**config.mk**
```make
export PLATFORM = sky130hd
export DESIGN_NAME = trackball_src_arbiter
export DESIGN_NICKNAME = d
export VERILOG_FILES = /design/src/rtl/trackball_pkg.sv /design/src/rtl/trackball_axis_scale.sv /design/src/rtl/trackball_src_arbiter.sv
export SDC_FILE = /design/constraint.sdc
export NUM_CORES = 1
export LEC_CHECK = 0
export ABC_AREA = 1
export CORE_ASPECT_RATIO = 1.75
export CORE_MARGIN = 2
export CORE_UTILIZATION = 47
export DETAILED_ROUTE_END_ITERATION = 6
export PLACE_DENSITY_LB_ADDON = 0.05
export SYNTH_ARGS = -nofsm -noshare
export SYNTH_HDL_FRONTEND = slang
export SYNTH_SLANG_ARGS = --single-unit
```
**constraint.sdc**
```tcl
create_clock -name clk -period 5.3 [get_ports clk]
set_clock_uncertainty 0.15 [all_clocks]
set_input_delay 1.06 -clock clk [delete_from_list [all_inputs] [get_ports clk]]
set_output_delay 1.06 -clock clk [all_outputs]
set_load 0.03 [all_outputs]
```
**src/rtl/trackball_pkg.sv**
```systemverilog
// Shared types for the trackball source arbiter: owner encoding, mouse speed
// settings and the per-axis velocity command handed to the quadrature generator.
package trackball_pkg;

  typedef enum logic [1:0] {
    OWN_NONE  = 2'd0,
    OWN_MOUSE = 2'd1,
    OWN_DIG   = 2'd2,
    OWN_ANA   = 2'd3
  } owner_e;

  typedef enum logic [1:0] {
    SPD_QUARTER = 2'd0,
    SPD_HALF    = 2'd1,
    SPD_X1      = 2'd2,
    SPD_X2      = 2'd3
  } mouse_speed_e;

  typedef struct packed {
    logic       h_dir;
    logic       v_dir;
    logic [7:0] h_mag;
    logic [7:0] v_mag;
  } vel_cmd_t;

endpackage

```
**src/rtl/trackball_axis_scale.sv**
```systemverilog
// Combinational single-axis magnitude path: absolute value, then either the
// analog deadzone/shift or the mouse speed scaling with saturation.
module trackball_axis_scale
  import trackball_pkg::*;
#(
  parameter int DEADZONE = 10
) (
  input  logic         [7:0] raw,
  input  logic               neg,
  input  logic               analog,
  input  logic               sens,
  input  mouse_speed_e       speed,
  output logic         [7:0] mag
);

  localparam logic [7:0] DZ = 8'(DEADZONE);

  logic [7:0] a;
  logic [8:0] dbl;

  // NOTE: every output of a combinational block gets a default first so no path leaves it unassigned (no latch).
  always_comb begin
    a   = neg ? (~raw + 8'd1) : raw;
    dbl = {a, 1'b0};
    mag = a;
    if (analog) begin
      if (a < DZ)    mag = 8'd0;
      else if (sens) mag = a >> 2;
      else           mag = a >> 1;
    end else begin
      unique case (speed)
        SPD_QUARTER: mag = a >> 2;
        SPD_HALF:    mag = a >> 1;
        SPD_X1:      mag = a;
        SPD_X2:      mag = dbl[8] ? 8'hFF : dbl[7:0];
      endcase
    end
  end

endmodule

```
**src/rtl/trackball_src_arbiter.sv**
```systemverilog
// Arbitrates PS/2 mouse, digital and analog joystick into one velocity command
// stream with ownership, idle release and a valid/ready output register.
module trackball_src_arbiter
  import trackball_pkg::*;
#(
  parameter int JOY_DIV     = 60000,
  parameter int ANA_DIV     = 300000,
  parameter int DEADZONE    = 10,
  parameter int IDLE_CYCLES = 6000000,
  parameter int JOY_SPD_LO  = 16,
  parameter int JOY_SPD_HI  = 32
) (
  input  logic        clk,
  input  logic        reset_n,
  input  logic [3:0]  joystick,
  input  logic [15:0] joystick_analog,
  input  logic        joystick_mode,
  input  logic        joystick_sensitivity,
  input  logic [1:0]  mouse_speed,
  input  logic [24:0] ps2_mouse,
  input  logic        flip,
  output logic        cmd_valid,
  input  logic        cmd_ready,
  output logic        cmd_h_dir,
  output logic        cmd_v_dir,
  output logic [7:0]  cmd_h_mag,
  output logic [7:0]  cmd_v_mag,
  output logic [1:0]  owner,
  output logic [7:0]  overrun_cnt
);

  localparam int JW = $clog2(JOY_DIV + 1);
  localparam int AW = $clog2(ANA_DIV + 1);
  localparam int TW = $clog2(IDLE_CYCLES + 1);
  localparam logic [JW-1:0] JOY_RELOAD = JW'(JOY_DIV);
  localparam logic [AW-1:0] ANA_RELOAD = AW'(ANA_DIV);
  localparam logic [TW-1:0] TIMEOUT_AT = TW'(IDLE_CYCLES - 1);
  localparam logic [7:0]    SPD_LO     = 8'(JOY_SPD_LO);
  localparam logic [7:0]    SPD_HI     = 8'(JOY_SPD_HI);

  logic          armed_q, tog_q;
  logic [JW-1:0] joy_div_q;
  logic [AW-1:0] ana_div_q;
  logic [TW-1:0] timer_q;
  owner_e        state_q, state_d;
  vel_cmd_t      cmd_q, cmd_d, mouse_cmd, dig_cmd, ana_cmd;
  logic          valid_q;
  logic [7:0]    ovr_q;
  logic          mouse_ev, dig_ev, ana_ev;
  logic          accept, go_idle, timeout, load;
  logic          unused_ps2;

  assign unused_ps2 = ^{ps2_mouse[7:6], ps2_mouse[3:0]};

  // The toggle bit is only compared once the copy has been loaded after reset.
  // NOTE: sequential state uses non-blocking assignments so every flop samples pre-edge values.
  always_ff @(posedge clk or negedge reset_n) begin
    if (!reset_n) begin
      armed_q <= 1'b0;
      tog_q   <= 1'b0;
    end else begin
      armed_q <= 1'b1;
      tog_q   <= ps2_mouse[24];
    end
  end

  assign mouse_ev = armed_q && (ps2_mouse[24] != tog_q);

  always_ff @(posedge clk or negedge reset_n) begin
    if (!reset_n) begin
      joy_div_q <= JOY_RELOAD;
      ana_div_q <= ANA_RELOAD;
    end else if (!joystick_mode) begin
      joy_div_q <= (joy_div_q == '0) ? JOY_RELOAD : joy_div_q - 1'b1;
    end else begin
      ana_div_q <= (ana_div_q == '0) ? ANA_RELOAD : ana_div_q - 1'b1;
    end
  end

  assign dig_ev = !joystick_mode && (joy_div_q == '0) && (joystick != 4'd0);
  assign ana_ev =  joystick_mode && (ana_div_q == '0) && (joystick_analog != 16'd0);

  trackball_axis_scale #(.DEADZONE(DEADZONE)) u_mouse_x (
    .raw(ps2_mouse[15:8]), .neg(ps2_mouse[4]), .analog(1'b0), .sens(1'b0),
    .speed(mouse_speed_e'(mouse_speed)), .mag(mouse_cmd.h_mag)
  );
  trackball_axis_scale #(.DEADZONE(DEADZONE)) u_mouse_y (
    .raw(ps2_mouse[23:16]), .neg(ps2_mouse[5]), .analog(1'b0), .sens(1'b0),
    .speed(mouse_speed_e'(mouse_speed)), .mag(mouse_cmd.v_mag)
  );
  trackball_axis_scale #(.DEADZONE(DEADZONE)) u_ana_x (
    .raw(joystick_analog[7:0]), .neg(joystick_analog[7]), .analog(1'b1),
    .sens(joystick_sensitivity), .speed(SPD_X1), .mag(ana_cmd.h_mag)
  );
  trackball_axis_scale #(.DEADZONE(DEADZONE)) u_ana_y (
    .raw(joystick_analog[15:8]), .neg(joystick_analog[15]), .analog(1'b1),
    .sens(joystick_sensitivity), .speed(SPD_X1), .mag(ana_cmd.v_mag)
  );

  assign mouse_cmd.h_dir = ps2_mouse[4];
  assign mouse_cmd.v_dir = ps2_mouse[5];
  assign ana_cmd.h_dir   = joystick_analog[7];
  assign ana_cmd.v_dir   = ~joystick_analog[15];

  // Left beats right and up beats down when both bits of an axis are set.
  assign dig_cmd.h_dir = joystick[1];
  assign dig_cmd.v_dir = joystick[2] & ~joystick[3];
  assign dig_cmd.h_mag = (|joystick[1:0]) ? (joystick_sensitivity ? SPD_HI : SPD_LO) : 8'd0;
  assign dig_cmd.v_mag = (|joystick[3:2]) ? (joystick_sensitivity ? SPD_HI : SPD_LO) : 8'd0;

  always_comb begin
    state_d = state_q;
    accept  = 1'b0;
    go_idle = 1'b0;
    timeout = 1'b0;
    cmd_d   = mouse_cmd;
    if (mouse_ev) begin
      state_d = OWN_MOUSE;
      accept  = 1'b1;
    end else begin
      unique case (state_q)
        OWN_NONE: begin
          if (dig_ev) begin
            state_d = OWN_DIG;
            accept  = 1'b1;
            cmd_d   = dig_cmd;
          end else if (ana_ev) begin
            state_d = OWN_ANA;
            accept  = 1'b1;
            cmd_d   = ana_cmd;
          end
        end
        OWN_MOUSE: ;
        OWN_DIG: begin
          if (joystick_mode) go_idle = 1'b1;
          else if (dig_ev) begin
            accept = 1'b1;
            cmd_d  = dig_cmd;
          end
        end
        OWN_ANA: begin
          if (!joystick_mode) go_idle = 1'b1;
          else if (ana_ev) begin
            accept = 1'b1;
            cmd_d  = ana_cmd;
          end
        end
      endcase
    end
    if (!accept && !go_idle && state_q != OWN_NONE && timer_q == TIMEOUT_AT) timeout = 1'b1;
    if (go_idle || timeout) state_d = OWN_NONE;
    // Accepted commands are flipped on the way in; the idle stop keeps the held directions.
    if (timeout) cmd_d = '{h_dir: cmd_q.h_dir, v_dir: cmd_q.v_dir, h_mag: 8'd0, v_mag: 8'd0};
    else begin
      cmd_d.h_dir = cmd_d.h_dir ^ flip;
      cmd_d.v_dir = cmd_d.v_dir ^ flip;
    end
  end

  assign load = accept || timeout;

  always_ff @(posedge clk or negedge reset_n) begin
    if (!reset_n) begin
      state_q <= OWN_NONE;
      timer_q <= '0;
    end else begin
      state_q <= state_d;
      if (accept || go_idle || timeout) timer_q <= '0;
      else if (state_q != OWN_NONE)     timer_q <= timer_q + 1'b1;
    end
  end

  // A load over an unconsumed command counts as an overrun unless it coincides with the handshake.
  always_ff @(posedge clk or negedge reset_n) begin
    if (!reset_n) begin
      cmd_q   <= '0;
      valid_q <= 1'b0;
      ovr_q   <= 8'd0;
    end else if (load) begin
      cmd_q   <= cmd_d;
      valid_q <= 1'b1;
      if (valid_q && !cmd_ready && ovr_q != 8'hFF) ovr_q <= ovr_q + 8'd1;
    end else if (valid_q && cmd_ready) begin
      valid_q <= 1'b0;
    end
  end

  assign cmd_valid   = valid_q;
  assign cmd_h_dir   = cmd_q.h_dir;
  assign cmd_v_dir   = cmd_q.v_dir;
  assign cmd_h_mag   = cmd_q.h_mag;
  assign cmd_v_mag   = cmd_q.v_mag;
  assign owner       = state_q;
  assign overrun_cnt = ovr_q;

endmodule

```
==> results of run 1 <==
state kept, by name, indices dropped and copies added, names as in the netlist:
name / cells
cmd_h_dir: 1
cmd_h_mag: 8
cmd_v_mag: 8
tog_q: 1
cmd_v_dir: 1
overrun_cnt: 8
cmd_valid: 1
ana_div_q: 19
armed_q: 1
joy_div_q: 16
timer_q: 23
owner: 2
synth_stat cells (3+ instances only):
master    count
clkbuf_1     12
nand3b_1     12
inv_2        11
xnor2_1      11
dfrtp_1      74
inv_1       112
and3_1        3
a21oi_1      23
nor2_2       18
nor2_4        8
xor2_1       23
nand2_1     255
nand3_1     108
a31oi_1       6
nor3_4        5
nor3_1       32
o211ai_1     11
nand4_1      25
ha_1         10
nor4_1        7
nor2_1       88
or2_2         6
o22ai_1       8
nor3b_1       3
o21ai_1       3
dfstp_2      15
o21ai_0      52
cell type report:
class,count,area [µm²],area share (%)
Clock buffer,10,239,3.03
Clock inverter,6,90.1,1.14
Inverter,127,482,6.11
Multi-Input combinational cell,737,3830,48.6
Sequential cell,89,2250,28.5
Tap cell,177,221,2.81
Timing Repair Buffer,78,771,9.78
power by group:
part | internal (µW) | switching, µW | total, µW
logic | 337 | 502 | 839
registers | 875 | 167 | 1040
clock network | 428 | 279 | 707
worst max-delay path, stage by stage:
cell             delay [ns]
clkdlybuf4s50_1        0.65
buf_4                  0.26
inv_2                  0.11
nand4_2                0.16
nor2_2                 0.10
nor2_4                 0.15
nand2_8                0.13
inv_4                  0.23
o21ai_4                0.12
nor2_4                 0.26
inv_4                  0.17
nor3_1                 0.17
cell families after synthesis:
logic type                 synth area share [%]
and+or+nand+nor                            41.6
buffers and inverters                      8.84
AOI/OAI and AO/OA                          9.47
DFF                                        33.7
xor gates and xnor gates                   4.47
adders and majority gates                  1.88
other                                    0.0562
metrics by stage:
stage | instances | hold WS, ns | setup WS [ns] | util (%) | cell area [µm²]
detailed placement | 1208 | 0.323 | 1.45 | 54.3 | 7550
global route | 1224 | 0.362 | 1.59 | 56.7 | 7880
CTS | 1224 | 0.337 | 1.81 | 56.7 | 7880
global placement | 1208 | 0.316 | 1.46 | 54.3 | 7550
finish | 1224 | 0.334 | 1.81 | 56.7 | 7880
floorplan | 973 | 0.302 | 2.54 | - | 6670
final timing paths:
check | slack [ns] | startpoint | to | depth (start not counted)
setup reg to reg | 2.60 | ana_div_q[14] | cmd_v_mag[1] | 12
max in group asynchronous | 3.46 | reset_n | timer_q[16] | 2
hold / removal | 0.33 | joy_div_q[15] | joy_div_q[15] | 2
min in group asynchronous | 0.59 | reset_n | ana_div_q[13] | 1
hold reg to reg | 0.33 | joy_div_q[15] | joy_div_q[15] | 2
setup / recovery | 1.81 | joystick_mode | timer_q[2] | 12
metal layers:
layer / GRT usage [%] / up-vias
met5: 0 / -
met4: 13.6 / 0
met3: 3.92 / 47
met2: 46.9 / 150
met1: 25.9 / 3070
li1: - / 3324
==> metrics.yaml, run 1 <==
status: "completed"
drive_gt1_share_pct: 9.26
setup_viol: 0
holdBufCountCts: 0
coreArea_um2: 13900
nets: 1105
async_reset_ff_share_pct: 100
grt_pass1_wl_um: 30400
clock_path_buffers: 2
post_cts_buffers: 0
end_kind: "register"
p_leak_uw: 0.00372
rsz0062_at_grt: "no"
yosys_warnings: 0
cts_buffers: 9
clock_sinks: 89
dieWidth_um: 94.0
track_usage_pct: 25.1
cts_max_level: 3
final_common_cell: "nand2_1"
crit_required_ns: 5.41
clockRootBuffer: "clkbuf_16"
rows: 57
drc: 0
fillers: 1397
yosys-top-cells-area: "dfrtp_1 (28%), nand2_1 (14%), nand3_1 (8.1%)"
antenna_found_initial: 0
grt_max_degree: 53
seq_area_frac_synth_pct: 33.7
overflow: 0
finalHoldViolCount: 0
synth_cell_types: 50
postSynthAreaPerCell_um2: 6.85
synth-edff-count: 0
vias_per_cell: 5.38
yosysTopAreaCell: "dfrtp_1"
wirelength_um: 18200
dr_wl_met2_um: 9950
syn_inst: 973
ys.flop_type: "dfrtp_1"
io_buffers: 75
cap_violations: 0
dieArea_um2: 15200
antenna_cells: 0
initial_core_util_pct: 48.0
met1_length_um: 6850
ioPinCount: 82
dr.pass1.iters: 5
max_slew_margin_pct: 53.3
ir_drop_mv: 0.182
arrival_ns: 3.60
ys_seq_elements: 89
synth_top_area_share_pct: 27.8
die_y_um: 162
critPathLaunchType: "input port"
cts_resized: 0
syn_area_um2: 6670
synth.net_count: 1036
post-route-min-period_ns: 3.49
dp_hpwl_um: 14400
final_cell_mix: "nand2_1 (255), inv_1 (112), nand3_1 (108)"
min_period_over_period_pct: 65.8
vias: 6591
wl_met3_um: 510
fmax_mhz: 287
cp_max_fo: 23
gp_congestion: 0.984
insertion_delay_ns: 0.34
routedWlPerCell_um: 14.9
hold_path_class: "reg2reg"
drv_slew: 0
tightest_slew_ns: 0.698
clk_pin_slew_ns: 0.07
drt-initial-drc-count: 314
power_uw: 2590
p_per_area_nw_per_um2: 328
tritoncts: "built"
critPathKind: "in2reg"
grt_pass1_vias: 6598
setup_tns_ns: 0
maxUsedRoutingLayer: "met4"
synthToLayoutAreaGrowth_pct: 18.2
antenna_left: 0
Note: power is estimated with default switching activity, not from simulation.
==> run 2: changes to the inputs <==
==> constraint.sdc (replaced) <==
create_clock -name clk -period 3.35 [get_ports clk]
set_clock_uncertainty 0.15 [all_clocks]
set_input_delay 0.67 -clock clk [delete_from_list [all_inputs] [get_ports clk]]
set_output_delay 0.67 -clock clk [all_outputs]
set_load 0.03 [all_outputs]
==> metrics.yaml, run 2 (same netlist as run 1, synthesis figures left out) <==
p_per_area_nw_per_um2: 508
finalHoldViolCount: 0
ir_drop_mv: 0.294
antenna_found_initial: 0
status: "completed"
overflow: 0
cts_buffers: 9
drv_slew: 0
crit_required_ns: 3.46
critPathLaunchType: "input port"
fmax_mhz: 344
p_int_uw: 2530
clock_sinks: 89
die_y_um: 162
rsz0062_at_grt: "no"
drc: 0
drive_gt1_share_pct: 10.8
post-route-min-period_ns: 2.91
antenna_cells: 0
cp_cell_sequence: "clkdlybuf4s50_1 -> inv_1 -> ha_1 -> nand4_1 -> inv_1 -> nand2_1 -> nor2_2 -> nor2_4 -> nand2_8 -> nand2_8 -> inv_4 -> o21ai_4 -> nor2_4 -> inv_4 -> nor3_1"
clockPowerShare_pct: 26.3
setup_viol: 0
p_comb_share_pct: 33.1
cpPeakStageDelay_ns: 0.40
top_register: "timer_q"
fin_area_um2: 8010
arrival_ns: 3.02
seqPwrFrac_pct: 40.6
critPathKind: "in2reg"
vias_per_cell: 5.34
dp_hpwl_um: 14500
max_slew_margin_pct: 60.6
cts_max_level: 3
cts_resized: 0
nets: 1123
setup_tns_ns: 0
routedWlPerCell_um: 14.6
insertion_delay_ns: 0.34
antenna_left: 0
switchingPower_uw: 1550
worst_slack_ns: 0.440
rows: 57
post_cts_buffers: 0
crit_slowest_cell: "clkdlybuf4s50_1"
grt_pass1_wl_um: 30800
final_util_pct: 57.6
grt_pass1_vias: 6679
ioPinCount: 82
dieArea_um2: 15200
drt-initial-drc-count: 329
initial_core_util_pct: 48.0
placed_cell_area_um2: 7700
clk_pin_slew_ns: 0.07
biggestRegsByFlops: "timer_q: 23 flops, ana_div_q: 19 flops, joy_div_q: 16 flops"
synthToLayoutAreaGrowth_pct: 20.1
largest_register_ffs: 23
min_period_over_period_pct: 86.9
p_sw_share_pct: 38.0
p_leak_uw: 0.00380
r2r_cells: 12
grt_max_degree: 65
holdBufCountCts: 0
dieWidth_um: 94.0
cp_max_fo: 23
end_kind: "register"
dr.pass1.iters: 5
gp_congestion: 0.993
wirelength_um: 18200
final_cell_mix: "nand2_1 (255), inv_1 (112), nand3_1 (108)"
io_buffers: 75
final_common_cell: "nand2_1"
clock_path_buffers: 2
vias: 6636
hold_path_class: "in2async"
tritoncts: "built"
tightest_slew_ns: 0.585
clockRootBuffer: "clkbuf_16"
coreArea_um2: 13900
cap_violations: 0
post-place-ws_ns: 0.0602
track_usage_pct: 25.3
[run 2: cell count changes in the layout (fill, tap and decap cells not counted), sizes merged]
cell,previous run,this run
buf,4,22
inv,126,130
clkinv,4,2
bufinv,2,1
clkbuf,10,9
[run 2: layout make-up]
| class | instances | area, µm² |
|---|---|---|
| multi-input cells | 737 | 3830 |
| inverters | 127 | 482 |
| clock inverters | 7 | 83.8 |
| clock buffers | 9 | 225 |
| flip-flops and latches | 89 | 2250 |
| fillers | 1380 | 5900 |
| repair buffers | 96 | 918 |
| well taps | 177 | 221 |
[run 2: worst max-delay path: cells and delay by family]
| kind | cells | cell delay (ns) |
|---|---|---|
| simple gates | 8 | 1.06 |
| fa+ha+maj | 1 | 0.18 |
| compound gates | 1 | 0.12 |
| buf+inv | 5 | 0.98 |
[run 2: final timing paths]
| path | slack (ns) | to | start |
|---|---|---|---|
| max | 0.44 | timer_q[2] | joystick_analog[9] |
| max reg2reg | 0.63 | cmd_v_mag[1] | ana_div_q[14] |
| max in group asynchronous | 2.30 | ana_div_q[18] | reset_n |
| min in group clk | 0.33 | joy_div_q[15] | joy_div_q[15] |
| min | 0.07 | ana_div_q[13] | reset_n |
| min reg2reg | 0.33 | joy_div_q[15] | joy_div_q[15] |
[run 2: routing by layer]
| layer | GRT usage, % | vias up | routed length [µm] | share of wire (%) |
|---|---|---|---|---|
| met1 | 27.2 | 3064 | 6690 | 37 |
| met3 | 2.85 | 56 | 587 | 3.2 |
| met5 | 0 | - | 0 | 0 |
| met2 | 47.2 | 148 | 9970 | 55 |
| met4 | 13.4 | 0 | 901 | 5.0 |
| li1 | - | 3368 | - | - |
[run 2: power by group through the flow]
stage	Sequential, µW	Combinational, µW	Clock [µW]
global route	1690	1540	1130
CTS	1650	1370	1090
finish	1650	1350	1070
global placement	1670	1330	0
floorplan	1740	807	0
detailed placement	1670	1360	0
[run 2: per-stage QoR]
stage	instances	total power, µW	hold slack (ns)
3_3_place_gp	1226	3000	0.316
5_1_grt	1242	4360	0.0896
2_1_floorplan	973	2550	0.224
4_1_cts	1242	4110	0.0805
3_5_place_dp	1226	3030	0.319
6_report	1242	4070	0.0720
==> run 3: changes to the inputs <==
==> constraint.sdc (replaced) <==
create_clock -name clk -period 3.35 [get_ports clk]
set_clock_uncertainty 0.15 [all_clocks]
set_input_delay 1.005 -clock clk [delete_from_list [all_inputs] [get_ports clk]]
set_output_delay 1.005 -clock clk [all_outputs]
set_load 0.03 [all_outputs]
==> metrics.yaml, run 3 (same netlist as run 1, synthesis figures left out) <==
vias: 6655
dieArea_um2: 15200
initial_core_util_pct: 48.0
drt-initial-drc-count: 367
drv_slew: 0
max_slew_margin_pct: 65.4
rows: 57
critPathLaunchType: "input port"
status: "finished, violations left"
p_leak_uw: 0.00387
power_uw: 4040
holdBufCountCts: 0
coreArea_um2: 13900
clock_sinks: 89
insertion_delay_ns: 0.34
arrival_ns: 3.02
p_per_area_nw_per_um2: 497
grt_pass1_wl_um: 30000
fillers: 1396
biggestRegsByFlops: "timer_q: 23 flops, ana_div_q: 19 flops, joy_div_q: 16 flops"
dieWidth_um: 94.0
nets: 1139
grt_pass1_vias: 6408
end_kind: "register"
grt_max_degree: 61
tritoncts: "built"
cts_resized: 0
final_cell_mix: "nand2_1 (255), inv_1 (112), nand3_1 (108)"
multi_input_area_um2: 3830
use_met1_pct: 26.6
largest_register_ffs: 23
met3_usage_pct: 2.99
placed_cell_area_um2: 7830
wirelength_um: 18400
critPathKind: "in2reg"
clock_path_buffers: 2
crit_family: "simple AND/OR/NAND/NOR gates"
met2_usage_pct: 47.5
drc: 1
io_buffers: 75
crit_required_ns: 3.46
ioPinCount: 82
rr_endpoint: "timer_q[22]"
min_delay_path_depth: 2
drive_gt1_share_pct: 12.0
track_usage_pct: 25.1
hold_path_class: "reg2reg"
antenna_found_initial: 0
synthToLayoutAreaGrowth_pct: 21.9
worstHoldEndpoint: "joy_div_q[15]"
overflow: 0
cp_cell_sequence: "clkdlybuf4s50_1 -> inv_1 -> ha_1 -> nand4_1 -> inv_1 -> nand2_1 -> nor2_2 -> nor2_4 -> nand2_8 -> nand2_8 -> inv_4 -> o21ai_4 -> nor2_4 -> inv_4 -> nor3_1"
setup_viol: 0
routedWlPerCell_um: 14.6
post_cts_buffers: 0
cts_buffers: 9
rrSetupSlack_ns: 0.93
min_from: "joy_div_q[15]"
post-route-min-period_ns: 2.91
tightest_slew_ns: 0.514
r2r_cells: 9
antenna_cells: 0
dp_hpwl_um: 14700
cp_max_fo: 14
fin_area_um2: 8130
setup_tns_ns: 0
path_buf_inv: 5
crit_slowest_cell: "clkdlybuf4s50_1"
cpPeakStageDelay_ns: 0.40
violations: "DRC"
post-place-ws_ns: 0.0647
gp_congestion: 0.965
die_y_um: 162
top_register: "timer_q"
busiest_layer: "met2"
cap_violations: 0
rsz0062_at_grt: "no"
fmax_mhz: 344
cts_max_level: 3
worst_slack_ns: 0.441
register_area_um2: 2250
whs_ns: 0.339
dr.pass1.iters: 7
clockRootBuffer: "clkbuf_16"
vias_per_cell: 5.29
final_common_cell: "nand2_1"
clk_pin_slew_ns: 0.07
r2r-start: "timer_q[5]"
min_period_over_period_pct: 86.8
ir_drop_mv: 0.263
finalHoldViolCount: 0
worst-path-stages: 15
antenna_left: 0
==> run 3: final cells by class <==
class	count	share of cell area [%]
multi-input combinational	737	47.2
inverter	127	5.92
sequential	89	27.6
timing repair buffer	112	12.9
tap	177	2.72
clock inverter	6	0.831
clock buffer	10	2.82
==> run 3: how the worst max path moves through the flow <==
stage | to | start | slack, ns
after floorplan | timer_q[11] | joystick_analog[9] | 0.64
after global placement | timer_q[3] | joystick_analog[9] | 0.08
after detailed placement | timer_q[4] | joystick_analog[9] | 0.06
after CTS | timer_q[0] | joystick_analog[9] | 0.43
after global routing | cmd_h_mag[7] | joystick_analog[1] | 0.23
final | timer_q[0] | joystick_analog[9] | 0.44
==> run 3: routing by layer <==
metal / wire [µm] / vias up
met5: 0 / -
met4: 822 / 0
met3: 464 / 45
met2: 10100 / 125
met1: 6970 / 3073
li1: - / 3412
==> run 3: tightest hold or removal path, delay by kind of cell (launching register included) <==
kind	cells	cell delay [ns]
and+or+nand+nor	1	0.06
DFF	1	0.37
AOI/OAI and AO/OA	1	0.06
==> run 3: report_power, final <==
| part | leakage (µW) | internal [µW] | switching, µW | total (µW) |
|---|---|---|---|---|
| Combinational | 0.00262 | 564 | 802 | 1370 |
| Sequential | 0.00111 | 1380 | 270 | 1650 |
| Clock | 0.000139 | 581 | 443 | 1020 |
==> run 3: per-stage QoR <==
stage	instances	util [%]
5_1_grt	1258	58.5
4_1_cts	1258	58.5
6_report	1258	58.5
2_1_floorplan	973	-
3_5_place_dp	1242	56.3
3_3_place_gp	1242	56.3
